[config.mk]
export PLATFORM = sky130hd
export DESIGN_NAME = trade_frame_latch
export DESIGN_NICKNAME = d
export VERILOG_FILES = /design/src/rtl/trade_frame_latch_pkg.sv /design/src/rtl/trade_frame_latch_spread_guard.sv /design/src/rtl/trade_frame_latch.sv
export SDC_FILE = /design/constraint.sdc
export NUM_CORES = 1
export LEC_CHECK = 0
export BUFFER_PORTS_ARGS = -buffer_cell sky130_fd_sc_hd__buf_2
export CORE_UTILIZATION = 53
export DETAILED_ROUTE_END_ITERATION = 10
export PLACE_DENSITY = 0.86
export SYNTH_ARGS = -nofsm -noshare
export SYNTH_HDL_FRONTEND = slang
export SYNTH_SLANG_ARGS = --single-unit
[constraint.sdc]
create_clock -name clk_25mhz -period 3 [get_ports clk_25mhz]
set_input_delay 0.3 -clock clk_25mhz [delete_from_list [all_inputs] [get_ports clk_25mhz]]
set_output_delay 0.3 -clock clk_25mhz [all_outputs]
set_load 0.1 [all_outputs]
[src/rtl/trade_frame_latch_pkg.sv]
// Shared types and constants for the trade frame latch: FSM encoding, snapshot
// position defaults, trade side codes and bus payloads.
package trade_frame_latch_pkg;

    localparam int unsigned PRICE_W    = 8;
    localparam int unsigned CNT_W      = 10;
    localparam int unsigned V_SNAP_DEF = 480;
    localparam int unsigned H_SNAP_DEF = 0;

    localparam logic               SIDE_BUY  = 1'b0;
    localparam logic               SIDE_SELL = 1'b1;
    localparam logic [PRICE_W-1:0] COUNT_MAX = '1;

    typedef enum logic [1:0] {
        ST_RUN         = 2'd0,
        ST_HALT        = 2'd1,
        ST_RESUME_WAIT = 2'd2
    } state_t;

    typedef struct packed {
        logic               side;
        logic [PRICE_W-1:0] price;
    } trade_t;

    typedef struct packed {
        logic [PRICE_W-1:0] buy;
        logic [PRICE_W-1:0] sell;
        logic [PRICE_W-1:0] count;
        logic [PRICE_W-1:0] spread;
    } frame_t;

endpackage

[src/rtl/trade_frame_latch_spread_guard.sv]
// Clamped sell-minus-buy spread of the shadow prices and the over-limit flag
// that forces the latch into HALT.
module trade_frame_latch_spread_guard
    import trade_frame_latch_pkg::*;
#(
    parameter logic [PRICE_W-1:0] LIMIT = 8'd100
) (
    input  logic [PRICE_W-1:0] buy,
    input  logic [PRICE_W-1:0] sell,
    output logic [PRICE_W-1:0] spread_c,
    output logic               over_limit_c
);

    // Inverted markets read as zero spread rather than wrapping.
    always_comb begin
        spread_c = '0;
        if (sell >= buy) begin
            spread_c = sell - buy;
        end
        over_limit_c = (spread_c > LIMIT);
    end

endmodule

[src/rtl/trade_frame_latch.sv]
// Collects trade events into shadow registers and republishes them to the
// display once per frame; halts trading on request or on an excessive spread.
module trade_frame_latch
    import trade_frame_latch_pkg::*;
#(
    parameter int unsigned        V_SNAP       = V_SNAP_DEF,
    parameter int unsigned        H_SNAP       = H_SNAP_DEF,
    parameter logic [PRICE_W-1:0] SPREAD_LIMIT = 8'd100
) (
    input  logic               clk_25mhz,
    input  logic               rst,
    input  logic [CNT_W-1:0]   h_cnt,
    input  logic [CNT_W-1:0]   v_cnt,
    input  logic               trade_valid,
    output logic               trade_ready,
    input  logic               trade_side,
    input  logic [PRICE_W-1:0] trade_price,
    input  logic               halt_req,
    input  logic               halt_clear,
    output logic [PRICE_W-1:0] buy_price,
    output logic [PRICE_W-1:0] sell_price,
    output logic [PRICE_W-1:0] trade_count,
    output logic [PRICE_W-1:0] spread,
    output logic               halt_signal,
    output logic               frame_tick
);

    state_t             state_q, state_d;
    logic               ready_d, halt_d, clear_count_c;
    trade_t             trade_c;
    logic               accept_c, snap_c;
    logic [PRICE_W-1:0] shadow_buy, shadow_sell, shadow_count;
    logic [PRICE_W-1:0] shadow_spread_c;
    logic               over_limit_c;
    frame_t             frame_q;

    assign trade_c  = '{side: trade_side, price: trade_price};
    assign accept_c = trade_valid && trade_ready;
    assign snap_c   = (h_cnt == CNT_W'(H_SNAP)) && (v_cnt == CNT_W'(V_SNAP));

    trade_frame_latch_spread_guard #(
        .LIMIT        (SPREAD_LIMIT)
    ) spread_guard (
        .buy          (shadow_buy),
        .sell         (shadow_sell),
        .spread_c     (shadow_spread_c),
        .over_limit_c (over_limit_c)
    );

    // Ready and halt are registered from the next state so they switch on the
    // same edge as the FSM; leaving RESUME_WAIT lines up with frame_tick.
    always_comb begin
        state_d       = state_q;
        clear_count_c = 1'b0;
        case (state_q)
            ST_RUN: begin
                if (halt_req || over_limit_c) begin
                    state_d = ST_HALT;
                end
            end
            ST_HALT: begin
                if (halt_clear && !halt_req) begin
                    state_d       = ST_RESUME_WAIT;
                    clear_count_c = 1'b1;
                end
            end
            ST_RESUME_WAIT: begin
                if (halt_req) begin
                    state_d = ST_HALT;
                end else if (snap_c) begin
                    state_d = ST_RUN;
                end
            end
            default: state_d = ST_RUN;
        endcase
        ready_d = (state_d == ST_RUN);
        halt_d  = (state_d != ST_RUN);
    end

    always_ff @(posedge clk_25mhz or posedge rst) begin
        if (rst) begin
            state_q     <= ST_RUN;
            trade_ready <= 1'b0;
            halt_signal <= 1'b0;
        end else begin
            state_q     <= state_d;
            trade_ready <= ready_d;
            halt_signal <= halt_d;
        end
    end

    // Shadow registers follow accepted trades cycle by cycle.
    always_ff @(posedge clk_25mhz or posedge rst) begin
        if (rst) begin
            shadow_buy   <= '0;
            shadow_sell  <= '0;
            shadow_count <= '0;
        end else begin
            if (accept_c && trade_c.side == SIDE_SELL) begin
                shadow_sell <= trade_c.price;
            end else if (accept_c && trade_c.side == SIDE_BUY) begin
                shadow_buy <= trade_c.price;
            end
            if (clear_count_c) begin
                shadow_count <= '0;
            end else if (accept_c && shadow_count != COUNT_MAX) begin
                shadow_count <= shadow_count + PRICE_W'(1);
            end
        end
    end

    // Snapshot takes pre-update shadow values, so a same-cycle trade waits a frame.
    always_ff @(posedge clk_25mhz or posedge rst) begin
        if (rst) begin
            frame_q    <= '0;
            frame_tick <= 1'b0;
        end else begin
            frame_tick <= snap_c;
            if (snap_c) begin
                frame_q <= '{buy:    shadow_buy,
                             sell:   shadow_sell,
                             count:  shadow_count,
                             spread: shadow_spread_c};
            end
        end
    end

    assign buy_price   = frame_q.buy;
    assign sell_price  = frame_q.sell;
    assign trade_count = frame_q.count;
    assign spread      = frame_q.spread;

endmodule

-- Yosys cells after proc, flatten, opt, wreduce, memory -nomap -nowiden
Index checks and enable logic that the tools add are counted.
- reduce and logical (&&, ||, !) cells: 14
- multiply operators: 0
- equality and inequality tests: 4
- muxes and demuxes: 10
- bitwise gates (word level): 2
- shift operators: 0
- divide/modulo/power cells: 0
- add/subtract/negate cells: 2
- order comparisons: 2
- operators by type and width (cell ; number):
    $mux W8 ; 3
    $eq A10 B9 Y1 const B ; 1
    $logic_not A10 Y1 ; 1
    $add A8 B1 Y8 const B ; 1
    $ge A8 B8 Y1 ; 1
    $gt A8 B7 Y1 const B ; 1
    $mux W2 ; 4
    $ne A8 B8 Y1 const B ; 1
    $sub A8 B8 Y8 ; 1
    $logic_and A1 B1 Y1 ; 6
    $pmux W2 S3 ; 1
    $logic_not A2 Y1 ; 2
    $reduce_bool A2 Y1 ; 2
    $eq A2 B1 Y1 const B ; 1
    $eq A2 B2 Y1 const B ; 1
    $mux W1 ; 2
    $not A1 Y1 ; 2
    $reduce_and A2 Y1 ; 1
    $logic_not A1 Y1 ; 1
    $logic_or A1 B1 Y1 ; 1
- latch bits: 0
- memories: 0
- bits in writable memories: 0
- register bits after elaboration: 61
- bits in read-only memories: 0
- output and inout port bits: 35
- bits of input ports: 34

-- Depth between registers and ports, before layout
- depth in word-level cells: 7
- mapped depth: 10

-- Modules after synthesis
A second synthesis with hierarchy kept.
- cells, all modules: 248
- area, all modules: 2957.8 um^2
- modules (own cells, without submodules) (module ; cells an instance ; times used ; area an instance (um^2)):
    trade_frame_latch ; 174 ; 1 ; 2473.6
    trade_frame_latch_spread_guard ; 74 ; 1 ; 484.2

-- Worst setup path before layout
OpenSTA, ideal clock, no wires.
- path type: register to register
- start point: reg shadow_buy[0]
- end point: reg trade_ready
- clock period less this slack: 2.264 ns
- buffers on the path: 0
- setup slack: 0.736 ns
- data arrival time: 2.135 ns
- cell stages (with the launch flop): 9
- path through: dfrtp_1 ha_1 fa_1 nand2b_1 a21oi_2 xor2_1 a2111oi_2 nor3_2 o41a_1
- word-level cells in the longest chain between the ends: 7
- elaborated cells between the ends (all ways): 8
- RTL lines (element ; RTL line ; RTL):
    start: declaration ; trade_frame_latch.sv:32 ; logic [PRICE_W-1:0] shadow_buy, shadow_sell, shadow_count;
    start signal: assignment ; trade_frame_latch.sv:102 ; shadow_buy <= trade_c.price;
    $sub A8 B8 Y8 / $ge A8 B8 Y1 (equally long branches) ; trade_frame_latch_spread_guard.sv:18, trade_frame_latch_spread_guard.sv:17 ;
    $mux W8 * ; trade_frame_latch_spread_guard.sv:17 ; if (sell >= buy) begin
    $gt A8 B7 Y1 * ; trade_frame_latch_spread_guard.sv:20 ; over_limit_c = (spread_c > LIMIT);
    $logic_or A1 B1 Y1 * ; trade_frame_latch.sv:57 ; if (halt_req || over_limit_c) begin
    $mux W2 * ; trade_frame_latch.sv:57 ;
    $pmux W2 S3 * ; trade_frame_latch.sv:55 ; case (state_q)
    $logic_not A2 Y1 * ; trade_frame_latch.sv:76 ; ready_d = (state_d == ST_RUN);
    named net ready_d ; trade_frame_latch.sv:29 ; logic ready_d, halt_d, clear_count_c;
    end signal: assignment ; trade_frame_latch.sv:87 ; trade_ready <= ready_d;
    end: declaration ; trade_frame_latch.sv:15 ; output logic trade_ready,
The timed path passes the listed nets; every way through them passes the cells marked *.
A chain may end at the register's enable or synchronous reset.

-- Worst setup path in the final report
- start point: reg shadow_buy[5]
- end point: reg frame_q, in the netlist spread[7]
- word-level cells in the longest chain between the ends: 2
- elaborated cells between the ends (all ways): 3
- RTL lines (element ; RTL line ; RTL):
    $sub A8 B8 Y8 / $ge A8 B8 Y1 (equally long branches) ; trade_frame_latch_spread_guard.sv:18, trade_frame_latch_spread_guard.sv:17 ;
    $mux W8 * ; trade_frame_latch_spread_guard.sv:17 ;
    end signal: assignment ; trade_frame_latch.sv:120 ; frame_q <= '{buy: shadow_buy,
    end: declaration ; trade_frame_latch.sv:35 ; frame_t frame_q;
Every way passes the cells marked *; elsewhere a longest branch is shown, timed or not.

==> results.json <==
{
  "crit_top_cell": "a21oi_1",
  "first_pass_iters": 4,
  "n_fill_cell": 401,
  "die_area_um2": 5860,
  "design_power_total_mw": 3.42,
  "htree_levels": 3,
  "portBuffers": 68,
  "cts_tree": "built",
  "synth-seq-cells": 61,
  "dp_hpwl_um": 4560,
  "grt_pass1_wl_um": 10700,
  "synth_area_per_cell_um2": 10.6,
  "worstHoldPathType": "input pin to flip-flop",
  "synth_top_cell_area_share_pct": 51.8,
  "rows": 26,
  "drt-initial-drc-count": 102,
  "hold_end": "state_q[1]$_DFF_PP0_",
  "worstMarginPinSlew_ns": 1.04,
  "worstPathMaxFanout": 11,
  "cp_num_buf_inv": 2,
  "final_nets": 396,
  "rsz0062_at_grt": "false",
  "netlist_area_um2": 2940,
  "track_usage_pct": 23.8,
  "cp_top_family": "compound AO/OA/AOI/OAI gates",
  "io_pins": 69,
  "path_cells": "inv_1 -> ha_1 -> a21oi_1 -> inv_1 -> a21oi_1 -> o21ai_1 -> a21oi_1 -> o21ai_0",
  "yosysSeqAreaShare_pct": 51.8,
  "cp-start-kind": "flip-flop",
  "ant_nets": 0,
  "r2r_setup_slack_ns": 0.42,
  "drcViolationCount": 0,
  "p_per_area_nw_per_um2": 971,
  "r2r-end": "spread[7]$_DFFE_PP0P_",
  "coreArea_um2": 5240,
  "peakVddDrop_uv": 650,
  "fin_tns_setup_ns": 0,
  "gp_congestion": 0.908,
  "cts_hold_buffers": 0,
  "maxCapViolations": 0,
  "start_util_pct": 56.2,
  "report.final.slew_viol_count": 0,
  "grt_max_degree": 62,
  "synth_area_leaders": "dfrtp_1, nand2_1, mux2_2, ha_1, o31ai_2",
  "async_flop_share_pct": 100,
  "crit_start": "shadow_buy[5]$_DFFE_PP0P_",
  "final_cell_mix": "nand2_1, buf_2, dfrtp_1",
  "syn_nets": 323,
  "ys.flop_type": "dfrtp_1",
  "ys_warn_count": 0,
  "cts_resized": 0,
  "p_leak_nw": 1.83,
  "reg2regPathDepth": 8,
  "synth-edff-count": 0,
  "cts_buffers": 9,
  "r2r-start": "shadow_buy[5]$_DFFE_PP0P_",
  "die_x_um": 76.5,
  "cts_max_path_buffers": 2,
  "hold_start": "halt_req",
  "crit_slowest_cell": "a21oi_1",
  "relSlewSlack_pct": 30.9,
  "syn2layout_area_growth_pct": 19.5,
  "drt-total-wl_um": 6380,
  "synthCells": 279,
  "clock_latency_ns": 0.34,
  "hold_path_depth": 2,
  "clockRootBuffer": "clkbuf_8",
  "dp_worst_setup_slack_ns": 0.447,
  "num_antenna_cells": 0,
  "grt_pass1_vias": 2322,
  "fin_crit_sh_pct": 85.9,
  "clk_pin_slew_ns": 0.07,
  "worst_path_largest_cell_delay_ns": 0.82,
  "synth_largest_area_cell": "dfrtp_1",
  "drive_gt1_share_pct": 33.1,
  "max_clock_freq_mhz": 388,
  "cp.arrival_ns": 2.75,
  "via_count": 2307,
  "run_status": "finished clean",
  "setup_viol_count_final": 0,
  "post-route-util_pct": 67.2,
  "antenna_found_initial": 0,
  "worstPathRequired_ns": 3.17,
  "fp.dieH_um": 76.5,
  "setup_ws_ns": 0.422,
  "fin_hold_ws_ns": 0.146,
  "fin_worst_skew_ns": 0.0132,
  "end_kind": "flip-flop",
  "min_period_ns": 2.58,
  "detail_route.wl_per_cell_um": 14.9,
  "cts_setup_buffers": 0,
  "worstSetupPathType": "flip-flop to flip-flop",
  "grt_overflow": 0,
  "hold_viol_final": 0,
  "clock_sinks": 61,
  "yosysUniqueCellTypes": 51,
  "drt-vias-per-instance": 5.40
}
## where the power goes
part	leakage, nW	switching [mW]	internal, mW	total, mW
logic	0.919	0.978	0.638	1.62
clock network	0.0964	0.310	0.404	0.714
registers	0.811	0.123	0.963	1.09
total	1.83	1.41	2.01	3.42
## final cells by class
type / count / area (um^2) / share of cell area [%]
clock inverter: 4 / 47.5 / 1.35
multi-input combinational: 195 / 1290 / 36.8
timing repair buffer: 71 / 363 / 10.3
tap: 70 / 87.6 / 2.49
inverter: 14 / 52.6 / 1.49
sequential: 61 / 1530 / 43.4
clock buffer: 12 / 145 / 4.13
## synthesized netlist by cell type, drive strengths merged (2+ instances only)
cell,count
nor4,3
dfrtp,61
xor2,9
nand3,4
nor2,12
or3,2
o21ai,16
nand3b,2
nor3,4
o21a,2
inv,14
nand2,68
clkbuf,2
nand4,3
a21o,3
nor2b,3
ha,9
mux2,16
a21oi,7
xnor2,3
o31ai,7
o41ai,2
buf,7
## metrics by stage
| stage | std cells | instance area (um^2) |
|---|---|---|
| detailed placement | 411 | 3320 |
| finish | 427 | 3520 |
| global route | 427 | 3520 |
| global placement | 411 | 3320 |
| floorplan | 279 | 2940 |
| CTS | 427 | 3520 |
## sequential cells by signal, summed over array words and instances (netlist names), 2 cells and up
register and flops:
buy_price 8, sell_price 8, shadow_buy 8, shadow_count 8
shadow_sell 8, spread 8, trade_count 8, state_q 2
## worst max-delay path by stage
stage                       endpoint  slack (ns)  cells after the start
4_1_cts        spread[7]$_DFFE_PP0P_        0.42                      8
3_3_place_gp   trade_ready$_DFF_PP0_        0.56                      8
2_1_floorplan  trade_ready$_DFF_PP0_        0.74                      8
3_5_place_dp   trade_ready$_DFF_PP0_        0.45                      8
5_1_grt        spread[7]$_DFFE_PP0P_        0.23                      8
6_report       spread[7]$_DFFE_PP0P_        0.42                      8
## cell families (layout without fill, tap and decap cells)
group                    count (synthesis)  after routing  share of synthesized area, %
adder cells (fa/ha/maj)                 10             10                          4.50
buffers and inverters                   23            101                          4.16
AO/OA/AOI/OAI                           48             48                          12.7
multiplexers                            17             17                          6.46
AND/OR/NAND/NOR                        108            108                          16.7
XOR/XNOR                                12             12                          3.57
flip-flops                              61             61                          51.8
## routing by layer
metal  routed length (um)  vias up  GRT usage [%]
met3                  362       14           5.03
met4                  125        0           12.3
met2                 3100       87           38.3
li1                     -     1106              -
met1                 2800     1100           30.3
met5                    0        -              0
(Power assumes the default switching activity.)
